`src/rtl/cpu_pkg.sv`:
```
// Shared CPU-side definitions used by the instruction-memory loader and the
// program counter.
//   loader_state_t : loader FSM encoding (IDLE, LOAD, WRITE, DONE)
//   INST_W         : instruction width in bits
//   IMEM_BASE      : first instruction address; also the PC restart value
package cpu_pkg;

  localparam int unsigned INST_W = 32;

  localparam logic [31:0] IMEM_BASE = 32'h0000_0000;

  typedef enum logic [1:0] {
    IDLE  = 2'd0,
    LOAD  = 2'd1,
    WRITE = 2'd2,
    DONE  = 2'd3
  } loader_state_t;

endpackage

```
`src/rtl/byte_packer.sv`:
```
// Packs a byte stream into INST_W-bit words, first byte most significant.
//   clk, rst_n    : clock, synchronous active-low reset
//   clear         : drop any partial word and restart at byte 0
//   shift_en      : a byte transfer happens this cycle
//   byte_in       : byte being transferred
//   word          : shift register contents (a full word after 4 transfers)
//   word_complete : this cycle's transfer is the 4th byte of a word
import cpu_pkg::*;

module byte_packer (
  input  logic              clk,
  input  logic              rst_n,
  input  logic              clear,
  input  logic              shift_en,
  input  logic [7:0]        byte_in,
  output logic [INST_W-1:0] word,
  output logic              word_complete
);

  logic [INST_W-1:0] shift_q;
  logic [1:0]        byte_cnt_q;

  assign word          = shift_q;
  assign word_complete = shift_en && (byte_cnt_q == 2'd3);

  // NOTE: sequential state uses non-blocking (<=) assignments so every
  // register samples its inputs from the same clock edge.
  always_ff @(posedge clk) begin
    if (!rst_n) begin
      shift_q    <= '0;
      byte_cnt_q <= '0;
    end else if (clear) begin
      shift_q    <= '0;
      byte_cnt_q <= '0;
    end else if (shift_en) begin
      shift_q    <= {shift_q[INST_W-9:0], byte_in};
      // Two-bit counter returns to 0 on its own after the 4th byte.
      byte_cnt_q <= byte_cnt_q + 2'd1;
    end
  end

endmodule

```
`src/rtl/imem_loader.sv`:
```
// Instruction-memory writer: receives a program as a byte stream, packs it
// into 32-bit words and writes them to consecutive addresses from BASE_ADDR,
// holding the CPU while loading and pulsing a PC restart at the end.
//   in_start/in_len        : begin a load of in_len words
//   in_abort               : cancel a load in progress (sets out_err)
//   in_byte_valid/in_byte  : byte source; out_byte_ready accepts it
//   out_imem_wrt/addr/data : instruction-memory write port
//   out_cpu_hold           : freeze PC and pipeline during the load
//   out_pc_reset, out_done : one-cycle pulses when a load completes
//   out_busy               : load in progress
//   out_err                : sticky error (oversize length or abort)
import cpu_pkg::*;

module imem_loader #(
  parameter int          ADDR_W    = 8,
  parameter logic [31:0] BASE_ADDR = IMEM_BASE,
  parameter int          MAX_WORDS = 256
) (
  input  logic            clk,
  input  logic            rst_n,
  input  logic            in_start,
  input  logic [ADDR_W:0] in_len,
  input  logic            in_abort,
  input  logic            in_byte_valid,
  input  logic [7:0]      in_byte,
  output logic            out_byte_ready,
  output logic            out_imem_wrt,
  output logic [31:0]     out_imem_addr,
  output logic [31:0]     out_imem_data,
  output logic            out_cpu_hold,
  output logic            out_pc_reset,
  output logic            out_busy,
  output logic            out_done,
  output logic            out_err
);

  localparam logic [ADDR_W:0] MAX_LEN = (ADDR_W+1)'(MAX_WORDS);

  loader_state_t     state_q, state_d;
  logic [ADDR_W:0]   len_q, len_d;
  logic [ADDR_W:0]   word_cnt_q, word_cnt_d;
  logic [ADDR_W:0]   word_cnt_inc;
  logic              err_q, err_d;
  logic              packer_clear;
  logic              shift_en;
  logic              word_complete;
  logic [INST_W-1:0] packed_word;

  assign shift_en     = in_byte_valid && out_byte_ready;
  assign word_cnt_inc = word_cnt_q + (ADDR_W+1)'(1);
  assign out_err      = err_q;

  byte_packer u_packer (
    .clk           (clk),
    .rst_n         (rst_n),
    .clear         (packer_clear),
    .shift_en      (shift_en),
    .byte_in       (in_byte),
    .word          (packed_word),
    .word_complete (word_complete)
  );

  always_ff @(posedge clk) begin
    if (!rst_n) begin
      state_q    <= IDLE;
      len_q      <= '0;
      word_cnt_q <= '0;
      err_q      <= 1'b0;
    end else begin
      state_q    <= state_d;
      len_q      <= len_d;
      word_cnt_q <= word_cnt_d;
      err_q      <= err_d;
    end
  end

  always_comb begin
    // NOTE: every signal driven here gets a default first, so no path leaves
    // one unassigned and no latch is inferred.
    state_d        = state_q;
    len_d          = len_q;
    word_cnt_d     = word_cnt_q;
    err_d          = err_q;
    packer_clear   = 1'b0;
    out_byte_ready = 1'b0;
    out_imem_wrt   = 1'b0;
    out_imem_addr  = '0;
    out_imem_data  = '0;
    out_cpu_hold   = 1'b0;
    out_pc_reset   = 1'b0;
    out_busy       = 1'b0;
    out_done       = 1'b0;

    unique case (state_q)
      IDLE: begin
        if (in_start) begin
          if (in_len == '0) begin
            state_d = DONE;
            err_d   = 1'b0;
          end else if (in_len > MAX_LEN) begin
            err_d = 1'b1;
          end else begin
            state_d      = LOAD;
            len_d        = in_len;
            word_cnt_d   = '0;
            packer_clear = 1'b1;
            err_d        = 1'b0;
          end
        end
      end

      LOAD: begin
        // Abort outranks the handshake: no byte is taken on an abort cycle.
        out_byte_ready = !in_abort;
        out_busy       = 1'b1;
        out_cpu_hold   = 1'b1;
        if (in_abort) begin
          state_d = IDLE;
          err_d   = 1'b1;
        end else if (word_complete) begin
          state_d = WRITE;
        end
      end

      WRITE: begin
        // The write is a Moore output of this state, so it still happens
        // even when an abort arrives in the same cycle.
        out_imem_wrt  = 1'b1;
        out_imem_addr = BASE_ADDR + 32'(word_cnt_q);
        out_imem_data = packed_word;
        out_busy      = 1'b1;
        out_cpu_hold  = 1'b1;
        word_cnt_d    = word_cnt_inc;
        if (in_abort) begin
          state_d = IDLE;
          err_d   = 1'b1;
        end else if (word_cnt_inc == len_q) begin
          state_d = DONE;
        end else begin
          state_d = LOAD;
        end
      end

      DONE: begin
        out_done     = 1'b1;
        out_pc_reset = 1'b1;
        out_cpu_hold = 1'b1;
        state_d      = IDLE;
      end

      default: state_d = IDLE;
    endcase
  end

endmodule

```
`config.mk`:
```
export PLATFORM = sky130hd
export DESIGN_NAME = imem_loader
export DESIGN_NICKNAME = d
export VERILOG_FILES = /design/src/rtl/cpu_pkg.sv /design/src/rtl/byte_packer.sv /design/src/rtl/imem_loader.sv
export SDC_FILE = /design/constraint.sdc
export NUM_CORES = 1
export LEC_CHECK = 0
export ABC_AREA = 1
export BUFFER_PORTS_ARGS = -buffer_cell sky130_fd_sc_hd__buf_2
export CAP_MARGIN = 20
export CORE_ASPECT_RATIO = 1.25
export CORE_UTILIZATION = 45
export CTS_BUF_LIST = sky130_fd_sc_hd__clkbuf_4
export DETAILED_ROUTE_END_ITERATION = 12
export HOLD_SLACK_MARGIN = 0.08
export PLACE_DENSITY = 0.68
export REMOVE_ABC_BUFFERS = 1
export SETUP_SLACK_MARGIN = 0.3
export SKIP_CTS_REPAIR_TIMING = 1
export SKIP_LAST_GASP = 1
export SYNTH_ARGS = -nofsm -noshare
export SYNTH_HDL_FRONTEND = slang
export SYNTH_SLANG_ARGS = --single-unit
```
`constraint.sdc`:
```
create_clock -name clk -period 1.8 [get_ports clk]
set_input_delay 0.09 -clock clk [delete_from_list [all_inputs] [get_ports clk]]
set_output_delay 0.09 -clock clk [all_outputs]
set_load 0.005 [all_outputs]
```
==> results of run 1 <==
[routing by layer]
layer / vias up / part of all wire / wire length, um / global-route usage
met3: 11 / 0.044 / 350 / 0.0290
met2: 102 / 0.52 / 4070 / 0.344
met5: - / 0 / 0 / 0
met1: 1481 / 0.42 / 3330 / 0.253
li1: 1615 / - / - / -
met4: 0 / 0.015 / 122 / 0.0725
[sequential cells by signal, indices dropped and copies added (netlist names)]
register             count
u_packer.byte_cnt_q      2
state_q                  2
word_cnt_q               9
out_err                  1
len_q                    9
u_packer.word           32
[power by group through the flow]
stage | combinational [mW] | sequential [mW] | clock, mW
floorplan | 0.317 | 1.32 | 0
global placement | 0.533 | 1.32 | 0
detailed placement | 0.535 | 1.32 | 0
CTS | 0.537 | 1.30 | 0.636
global route | 0.876 | 1.31 | 0.685
finish | 0.801 | 1.31 | 0.615
[final cells by class]
class | count | area (um2) | area share
clock buffers | 5 | 37.5 | 0.00923
clock inverters | 3 | 27.5 | 0.00677
inverters | 74 | 283 | 0.0695
multi-input cells | 314 | 1630 | 0.400
flip-flops and latches | 55 | 1110 | 0.274
well taps | 87 | 109 | 0.0268
repair buffers | 117 | 868 | 0.213
[critical path, stage by stage (launching register included)]
cell and delay (ns):
dfxtp_4 0.40, buf_6 0.12, ha_4 0.17, buf_4 0.14, buf_12 0.14, nand2_1 0.07
inv_1 0.04, buf_2 0.11
[metrics by stage]
stage	instances	util	area [um2]	total power, mW	setup TNS [ns]
4_1_cts	620	0.535	3510	2.47	0
2_1_floorplan	443	-	2870	1.64	-9.40
3_3_place_gp	612	0.525	3450	1.86	-0.00538
6_report	655	0.620	4070	2.72	0
3_5_place_dp	612	0.525	3450	1.86	-0.153
5_1_grt	655	0.620	4070	2.88	0
[cell usage in the layout, fill, tap and decap left out, types with 2 or more instances in the layout]
master         instances
nand2_1              114
nand2_4                3
buf_12                 4
nand3_1               47
conb_1                23
buf_6                  6
o21ai_1                3
dfxtp_1               48
nor3_2                 2
o21ai_0                9
a21oi_1               53
nand4_1                2
ha_1                   7
nand3_2                3
dfxtp_2                5
inv_1                 67
nor2_1                12
ha_4                   3
dlygate4sd3_1         19
clkbuf_16              2
clkbuf_4               6
buf_4                 15
nand2_2               12
inv_2                  4
nor2_2                 8
dfxtp_4                2
inv_4                  2
a21oi_2                3
buf_2                 69
[logic make-up after synthesis]
| kind of cell | Yosys count | synth area share |
|---|---|---|
| buffers and inverters | 118 | 0.175 |
| flip-flops | 55 | 0.362 |
| other | 1 | 0.00123 |
| AND/OR/NAND/NOR | 208 | 0.292 |
| AO/OA/AOI/OAI | 72 | 0.126 |
| adder cells (fa/ha/maj) | 10 | 0.0411 |
| XOR/XNOR | 1 | 0.00288 |
[path summary, 6_finish.rpt]
kind	end	depth (start not counted)	start
setup / recovery	out_imem_data[7]	7	state_q[1]
hold / removal	state_q[0]	5	in_abort
setup reg to reg	state_q[1]	12	state_q[1]
hold reg to reg	u_packer.word[29]	2	u_packer.word[29]
==> impl_metrics.py, run 1 <==
metrics = {
    "synth": {
        "synthFlopType": "dfxtp_1",
        "synth-seq-area-share": 0.362,
        "synth_area_um2": 3040,
        "ys_top_cells_by_count": "nand2_1 (126), inv_1 (70), a21oi_1 (55), dfxtp_1 (55), nand3_1 (50)",
        "synth_edf_count": 0,
        "synth.avg_cell_area_um2": 6.55,
        "yosys-top-cells-area": "dfxtp_1 (36%), nand2_1 (16%), a21oi_1 (9.0%), inv_1 (8.6%), nand3_1 (8.2%)",
        "yosysWarningCount": 0,
        "postSynth.asyncResetShare": 0,
        "synth_top_cell_area_share": 0.362,
        "synth.most_common_cell": "nand2_1",
        "synth_cell_types": 29,
        "yosysTopAreaCell": "dfxtp_1",
        "syn_inst": 465,
        "ys_seq_elements": 55,
    },
    "sta": {
        "skew_ns": 0.0147,
        "hold-worst-slack_ns": 0.123,
        "period_needed_ns": 1.69,
        "fin_crit_sh": 0.936,
        "setup_viol_count_final": 0,
        "drv_slew": 0,
        "max_freq_mhz": 593,
        "rsz0062_at_grt": "true",
        "finalHoldViolations": 0,
        "setup_ws_ns": 0.114,
    },
    "critical_path": {
        "critical_path_class": "reg -> out",
        "endpoint_kind": "output pin",
        "cp_max_fo": 12,
        "critPathLaunchType": "flop",
        "worstPathRequired_ns": 1.71,
        "r2r_setup_slack_ns": 0.12,
        "arrival_ns": 1.60,
    },
    "global_route": {
        "grt_usage": 0.202,
        "overflow": 0,
        "grt_pass1_vias": 2486,
        "antenna_found_initial": 0,
        "grt_max_degree": 35,
        "grt_pass1_wl_um": 11200,
    },
    "worst_hold_path": {
        "hold_path.class": "in -> reg",
    },
    "die": {
        "coreArea_um2": 6570,
        "fp.dieArea_um2": 7100,
        "die_y_um": 94.0,
        "initial_core_util": 0.464,
        "rows": 33,
        "die_x_um": 75.6,
        "io_pins": 93,
    },
    "cells_and_area": {
        "area_growth_syn_to_layout_pct": 33.7,
        "n_antenna_cell": 0,
        "fin_nets": 599,
        "fillers": 606,
        "drive_above_1_share": 0.276,
    },
    "power": {
        "swShare": 0.338,
        "vdd_ir_drop_max_uv": 429,
        "seqPwrFrac": 0.480,
        "internal_power_mw": 1.80,
        "power_switching_uw": 920,
        "comb_power_share": 0.294,
        "clockPowerShare": 0.226,
        "power.leakage_nw": 2.07,
        "p_per_area_nw_per_um2": 669,
    },
    "detailed_routing": {
        "drc": 0,
        "drtIter0Drc": 184,
        "vias_per_cell": 4.90,
        "vias": 3209,
        "route.antenna.remaining_nets": 0,
        "avgRoutedWirePerCell_um": 12.0,
        "drt_pass1_iterations": 4,
        "wirelength_um": 7880,
    },
    "cts": {
        "path_clk_slew_ns": 0.17,
        "cts_num_sinks": 55,
        "htree_num_levels": 2,
        "cts_tree": "yes",
        "clockBufferDepth": 2,
        "numCtsBuffers": 5,
        "clockRootBuffer": "clkbuf_4",
        "worstSkewPairLatency_ns": 0.39,
    },
    "placement": {
        "gp_congestion": 0.855,
        "dpl_worst_slack_ns": -0.0743,
        "dp_hpwl_um": 4890,
        "port_buffers": 69,
    },
    "status": {
        "outcome": "finished clean",
    },
    "run": {
        "drv_cap": 0,
    },
}
Power figures use the tool's default switching activity.
==> run 2: changes to the inputs <==
--- a/config.mk
+++ b/config.mk
@@ -5,7 +5,6 @@
 export SDC_FILE = /design/constraint.sdc
 export NUM_CORES = 1
 export LEC_CHECK = 0
-export ABC_AREA = 1
 export BUFFER_PORTS_ARGS = -buffer_cell sky130_fd_sc_hd__buf_2
 export CAP_MARGIN = 20
 export CORE_ASPECT_RATIO = 1.25
@@ -13,7 +12,7 @@
 export CTS_BUF_LIST = sky130_fd_sc_hd__clkbuf_4
 export DETAILED_ROUTE_END_ITERATION = 12
 export HOLD_SLACK_MARGIN = 0.08
-export PLACE_DENSITY = 0.68
+export PLACE_DENSITY_LB_ADDON = 0.05
 export REMOVE_ABC_BUFFERS = 1
 export SETUP_SLACK_MARGIN = 0.3
 export SKIP_CTS_REPAIR_TIMING = 1
==> run 2 against run 1 <==
Clock power up 17%. Via count fell by 15%. Critical path depth is 2 lower. Routed wire length shrank 2.8%. Critical endpoint is now out_imem_addr[2]. Largest cell class unchanged.
==> impl_metrics.py, run 2 <==
metrics = {
    "critical_path": {
        "worstPathRequired_ns": 1.71,
        "critical_path_class": "reg -> out",
        "r2r_setup_slack_ns": 0.26,
        "r2r_end": "state_q[1]",
        "cp_max_fo": 23,
        "critPathSlowestCell": "dfxtp_4",
        "path_cells": "inv_6, ha_4, buf_8, and2_2, buf_2",
        "critPathMaxStageDelay_ns": 0.42,
        "regToRegStartpoint": "word_cnt_q[0]",
        "critPathLaunchType": "flop",
        "endpoint_kind": "output pin",
        "r2r_cells": 6,
        "critical_path.endpoint": "out_imem_addr[2]",
        "crit_start": "state_q[0]",
        "arrival_ns": 1.48,
    },
    "cells_and_area": {
        "fin_nets": 511,
        "most-common-layout-cells": "nand2_1 (92), buf_2 (69), dfxtp_1 (49), and2_1 (45), a21oi_1 (36)",
        "layout.cells.non_filler": 567,
        "largest_reg_flops": 32,
        "area_growth_syn_to_layout_pct": 31.6,
        "n_antenna_cell": 0,
        "final_common_cell": "nand2_1",
        "final_util": 0.612,
        "drive_above_1_share": 0.302,
        "fin_area_um2": 4020,
    },
    "synth": {
        "yosysWarningCount": 0,
        "postSynth.asyncResetShare": 0,
        "synth_area_um2": 3050,
        "ys_top_cells_by_count": "nand2_1 (93), dfxtp_1 (55), and2_1 (46)",
        "synth_edf_count": 0,
        "synth_top_cell_area_share": 0.361,
        "synth_cell_types": 47,
        "yosysTopAreaCell": "dfxtp_1",
        "yosys-top-cells-area": "dfxtp_1 (36%), nand2_1 (11%), and2_1 (9.4%), buf_4 (6.4%), a21oi_1 (6.2%)",
        "synth.most_common_cell": "nand2_1",
        "ys_seq_elements": 55,
        "synthFlopType": "dfxtp_1",
        "synth.avg_cell_area_um2": 7.93,
        "synth-seq-area-share": 0.361,
        "syn_inst": 385,
    },
    "die": {
        "io_pins": 93,
        "die_x_um": 75.7,
        "coreArea_um2": 6570,
        "rows": 33,
        "initial_core_util": 0.465,
        "fp.dieArea_um2": 7120,
        "die_y_um": 94.1,
    },
    "global_route": {
        "grt_pass1_vias": 2358,
        "grt_pass1_wl_um": 11000,
        "grt_max_degree": 35,
        "grt.busiest_layer": "met2",
        "overflow": 0,
        "grt_use_met1": 0.248,
        "met3_usage": 0.0418,
        "grt_usage": 0.200,
        "use_met2": 0.335,
        "antenna_found_initial": 1,
    },
    "cts": {
        "clockRootBuffer": "clkbuf_4",
        "htree_num_levels": 2,
        "cts_tree": "yes",
        "numCtsBuffers": 5,
        "path_clk_slew_ns": 0.15,
        "worstSkewPairLatency_ns": 0.38,
        "clockBufferDepth": 2,
        "cts_num_sinks": 55,
    },
    "worst_hold_path": {
        "hold_path.class": "in -> reg",
        "hold_path_startpoint": "rst_n",
    },
    "power": {
        "clockPowerShare": 0.206,
        "power_switching_mw": 1.21,
        "seqPwrFrac": 0.397,
        "comb_power_share": 0.397,
        "vdd_ir_drop_max_uv": 593,
        "internal_power_mw": 2.29,
        "swShare": 0.346,
        "power.leakage_nw": 1.74,
        "p_per_area_nw_per_um2": 869,
    },
    "detailed_routing": {
        "route.antenna.remaining_nets": 0,
        "vias": 2737,
        "vias_per_cell": 4.83,
        "avgRoutedWirePerCell_um": 13.5,
        "drc": 0,
        "drt_pass1_iterations": 4,
        "drtIter0Drc": 140,
        "wirelength_um": 7650,
    },
    "sta": {
        "drv_slew": 0,
        "max_freq_mhz": 638,
        "skew_ns": 0.0154,
        "setup_viol_count_final": 0,
        "setup_ws_ns": 0.232,
        "rsz0062_at_grt": "true",
        "fin_crit_sh": 0.871,
        "hold-worst-slack_ns": 0.140,
        "finalHoldViolations": 0,
        "period_needed_ns": 1.57,
    },
    "placement": {
        "port_buffers": 69,
        "dpl_worst_slack_ns": -0.0780,
        "dp.cells": 534,
        "gp_congestion": 0.805,
        "dp_hpwl_um": 4670,
        "placed_cell_area_um2": 3460,
    },
    "run": {
        "drv_cap": 0,
    },
    "status": {
        "outcome": "finished clean",
    },
}
-- run 2: cell types whose count changed in the layout (fill, tap and decap cells not counted), sizes merged, moves of 4 or more --
cell | before | now
a21o | 0 | 4
a21oi | 56 | 38
nand2 | 129 | 94
nor2 | 21 | 5
xnor2 | 0 | 10
and3 | 1 | 5
and2 | 0 | 48
a21boi | 0 | 10
nor2b | 0 | 9
buf | 95 | 91
o21ai | 13 | 7
nand3 | 50 | 7
inv | 75 | 7
-- run 2: through the flow --
stage,total power [mW],TNS (ns)
after floorplan,2.00,-1.66
after global placement,2.44,-0.00187
after detailed placement,2.44,-0.211
after CTS,3.17,-2.44
after global routing,3.69,0
final,3.49,0
-- run 2: worst min path at each step --
stage,to,cells past startpoint
global placement,u_packer.word[6],3
finish,out_err,2
global route,len_q[6],2
CTS,u_packer.word[3],3
detailed placement,u_packer.word[3],3
floorplan,word_cnt_q[0],1
-- run 2: layout make-up --
cell class                 count  area (um2)
multi-input combinational    300        1850
tap                           87         109
inverter                       6        30.0
sequential                    55        1120
fill                         614        2550
clock inverter                 2        38.8
timing repair buffer         111         828
clock buffer                   6        45.0
-- run 2: logic make-up (layout without fill, tap and decap cells) --
family	after synthesis	after routing	share of synthesized area
fa+ha+maj	10	10	0.0410
buf+inv	52	125	0.104
flops	55	55	0.361
other cells	1	23	0.00123
simple gates	182	182	0.299
compound gates	69	69	0.143
xor+xnor	13	13	0.0397
mux	3	3	0.0111
-- run 2: per-layer routing --
metal / up-vias / wire, um
li1: 1397 / -
met1: 1267 / 3250
met2: 63 / 3940
met3: 10 / 342
met4: 0 / 127
met5: - / 0
-- run 2: power by group through the flow --
stage	Sequential, mW	Combinational [mW]	Clock [mW]
6_report	1.39	1.39	0.719
2_1_floorplan	1.37	0.636	0
5_1_grt	1.40	1.51	0.780
3_5_place_dp	1.38	1.07	0
3_3_place_gp	1.38	1.06	0
4_1_cts	1.35	1.07	0.750
-- run 2: worst max-delay path, delay by kind of cell, from the launching register on --
kind                     cells  cell delay, ns
flip-flops                   1            0.42
adder cells (fa/ha/maj)      1            0.18
AND/OR/NAND/NOR              1            0.19
buffers and inverters        3            0.33
==> run 3: changes to the inputs <==
--- a/config.mk
+++ b/config.mk
@@ -5,7 +5,7 @@
 export SDC_FILE = /design/constraint.sdc
 export NUM_CORES = 1
 export LEC_CHECK = 0
-export BUFFER_PORTS_ARGS = -buffer_cell sky130_fd_sc_hd__buf_2
+export BUFFER_PORTS_ARGS = -buffer_cell sky130_fd_sc_hd__clkbuf_2
 export CAP_MARGIN = 20
 export CORE_ASPECT_RATIO = 1.25
 export CORE_UTILIZATION = 45
@@ -13,6 +13,7 @@
 export DETAILED_ROUTE_END_ITERATION = 12
 export HOLD_SLACK_MARGIN = 0.08
 export PLACE_DENSITY_LB_ADDON = 0.05
+export RECOVER_POWER = 50
 export REMOVE_ABC_BUFFERS = 1
 export SETUP_SLACK_MARGIN = 0.3
 export SKIP_CTS_REPAIR_TIMING = 1
==> constraint.sdc (replaced) <==
create_clock -name clk -period 1.4 [get_ports clk]
set_input_delay 0.07 -clock clk [delete_from_list [all_inputs] [get_ports clk]]
set_output_delay 0.07 -clock clk [all_outputs]
set_load 0.005 [all_outputs]
==> run 3 against run 2 <==
The flow now finishes with violations (setup timing). Global-route usage increased by 0.16 points. First-iteration DRC count is 25% lower. Final cell count rose by 3.5%. Sequential cell count unchanged. Via count rose by 2.0%. Clock skew fell by 0.0028 ns. Critical endpoint is now state_q[1]. Largest power group is now combinational cells.
==> impl_metrics.py, run 3 (same netlist as run 2, synthesis figures left out) <==
metrics = {
    "status": {
        "outcome": "finished, violations left",
        "violations": "setup timing",
    },
    "detailed_routing": {
        "vias": 2791,
        "wl_met2_um": 3640,
        "dr_wl_met3_um": 299,
        "drc": 0,
        "route.antenna.remaining_nets": 0,
        "drt-met1-wl_um": 3280,
        "drt_pass1_iterations": 4,
        "vias_per_cell": 4.75,
        "avgRoutedWirePerCell_um": 12.4,
        "top_layer": "met4",
        "drtIter0Drc": 105,
        "wirelength_um": 7290,
    },
    "worst_hold_path": {
        "hold_path.class": "in -> reg",
        "hold_depth": 4,
    },
    "cts": {
        "cts_num_sinks": 55,
        "numCtsBuffers": 5,
        "worstSkewPairLatency_ns": 0.37,
        "clockRootBuffer": "clkbuf_4",
        "clockBufferDepth": 2,
        "path_clk_slew_ns": 0.17,
        "htree_num_levels": 2,
        "cts_tree": "yes",
    },
    "critical_path": {
        "critical_path_class": "reg -> reg",
        "crit_buf_inv": 3,
        "arrival_ns": 1.86,
        "critPathLaunchType": "flop",
        "cp_max_fo": 5,
        "critical_path_depth": 8,
        "timing.critical_path.mode_cell": "buf_4",
        "critPathMaxStageDelay_ns": 0.42,
        "critPathSlowestCell": "dfxtp_2",
        "endpoint_kind": "flop",
        "r2r_cells": 8,
        "crit_family": "flip-flops",
        "path_cells": "buf_6, ha_4, nor2b_4, a22oi_2, buf_4, buf_4, o211ai_1, o41ai_2",
        "worstPathRequired_ns": 1.67,
    },
    "cells_and_area": {
        "fin_nets": 531,
        "n_antenna_cell": 0,
        "drive_above_1_share": 0.316,
        "fillers": 634,
        "final_util": 0.620,
        "most-common-layout-cells": "nand2_1 (93), clkbuf_2 (68), dfxtp_1 (49), and2_1 (46)",
        "seq_area_um2": 1110,
        "multi_input_area_um2": 1820,
        "largest_reg_flops": 32,
        "area_growth_syn_to_layout_pct": 33.2,
        "fin_area_um2": 4070,
        "final_common_cell": "nand2_1",
        "layout.cells.non_filler": 587,
    },
    "die": {
        "die_x_um": 75.7,
        "fp.dieArea_um2": 7120,
        "io_pins": 93,
        "initial_core_util": 0.465,
        "die_y_um": 94.1,
        "coreArea_um2": 6570,
        "rows": 33,
    },
    "sta": {
        "rsz0062_at_grt": "true",
        "setup_viol_count_final": 89,
        "drv_slew": 0,
        "period_needed_ns": 1.59,
        "skew_ns": 0.0126,
        "fin_crit_sh": 1.14,
        "finalHoldViolations": 0,
        "setup_ws_ns": -0.191,
        "max_freq_mhz": 628,
    },
    "placement": {
        "dp.cells": 557,
        "dpl_worst_slack_ns": -0.428,
        "placed_cell_area_um2": 3630,
        "port_buffers": 69,
        "dp_hpwl_um": 4930,
        "gp_congestion": 0.766,
    },
    "power": {
        "p_per_area_nw_per_um2": 1120,
        "vdd_ir_drop_max_uv": 635,
        "power.leakage_nw": 1.76,
    },
    "global_route": {
        "overflow": 0,
        "grt_pass1_wl_um": 11000,
        "grt_usage": 0.201,
        "grt_max_degree": 39,
        "antenna_found_initial": 0,
        "grt_pass1_vias": 2345,
    },
    "run": {
        "drv_cap": 0,
    },
}
run 3: power breakdown:
part | internal (mW) | switching, mW | total [mW]
logic | 0.913 | 0.950 | 1.86
registers | 1.67 | 0.102 | 1.77
clock network | 0.383 | 0.530 | 0.913
run 3: path summary, 6_finish.rpt:
| kind | start | end | slack (ns) |
|---|---|---|---|
| worst max-delay path | state_q[0] | state_q[1] | -0.19 |
| worst min-delay path | in_len[8] | len_q[8] | 0.11 |
| worst max register to register | state_q[0] | state_q[1] | -0.19 |
| worst min register to register | u_packer.word[29] | u_packer.word[29] | 0.46 |
run 3: per-stage QoR:
step / power, mW / TNS (ns) / hold WS, ns
final: 4.55 / -9.64 / 0.110
after global routing: 4.82 / -17.09 / 0.110
after CTS: 4.22 / -27.17 / -0.134
after detailed placement: 3.29 / -14.04 / 0.300
after global placement: 3.27 / -11.14 / 0.292
after floorplan: 2.58 / -22.08 / 0.178
run 3: layer usage:
layer	up-vias	GRT usage
met5	-	0
li1	1432	-
met4	0	0.0509
met3	4	0.0440
met2	58	0.342
met1	1297	0.254
run 3: final cells by class:
class                           instances  area share
Timing Repair Buffer                  131       0.225
Clock inverter                          3      0.0114
Sequential cell                        55       0.274
Inverter                                6     0.00738
Multi-Input combinational cell        300       0.447
Clock buffer                            5     0.00923
Tap cell                               87      0.0268
run 3: tightest hold or removal path, stage by stage:
cell	delay, ns
clkbuf_2	0.13
buf_4	0.14
nand2_1	0.05
a21boi_0	0.06
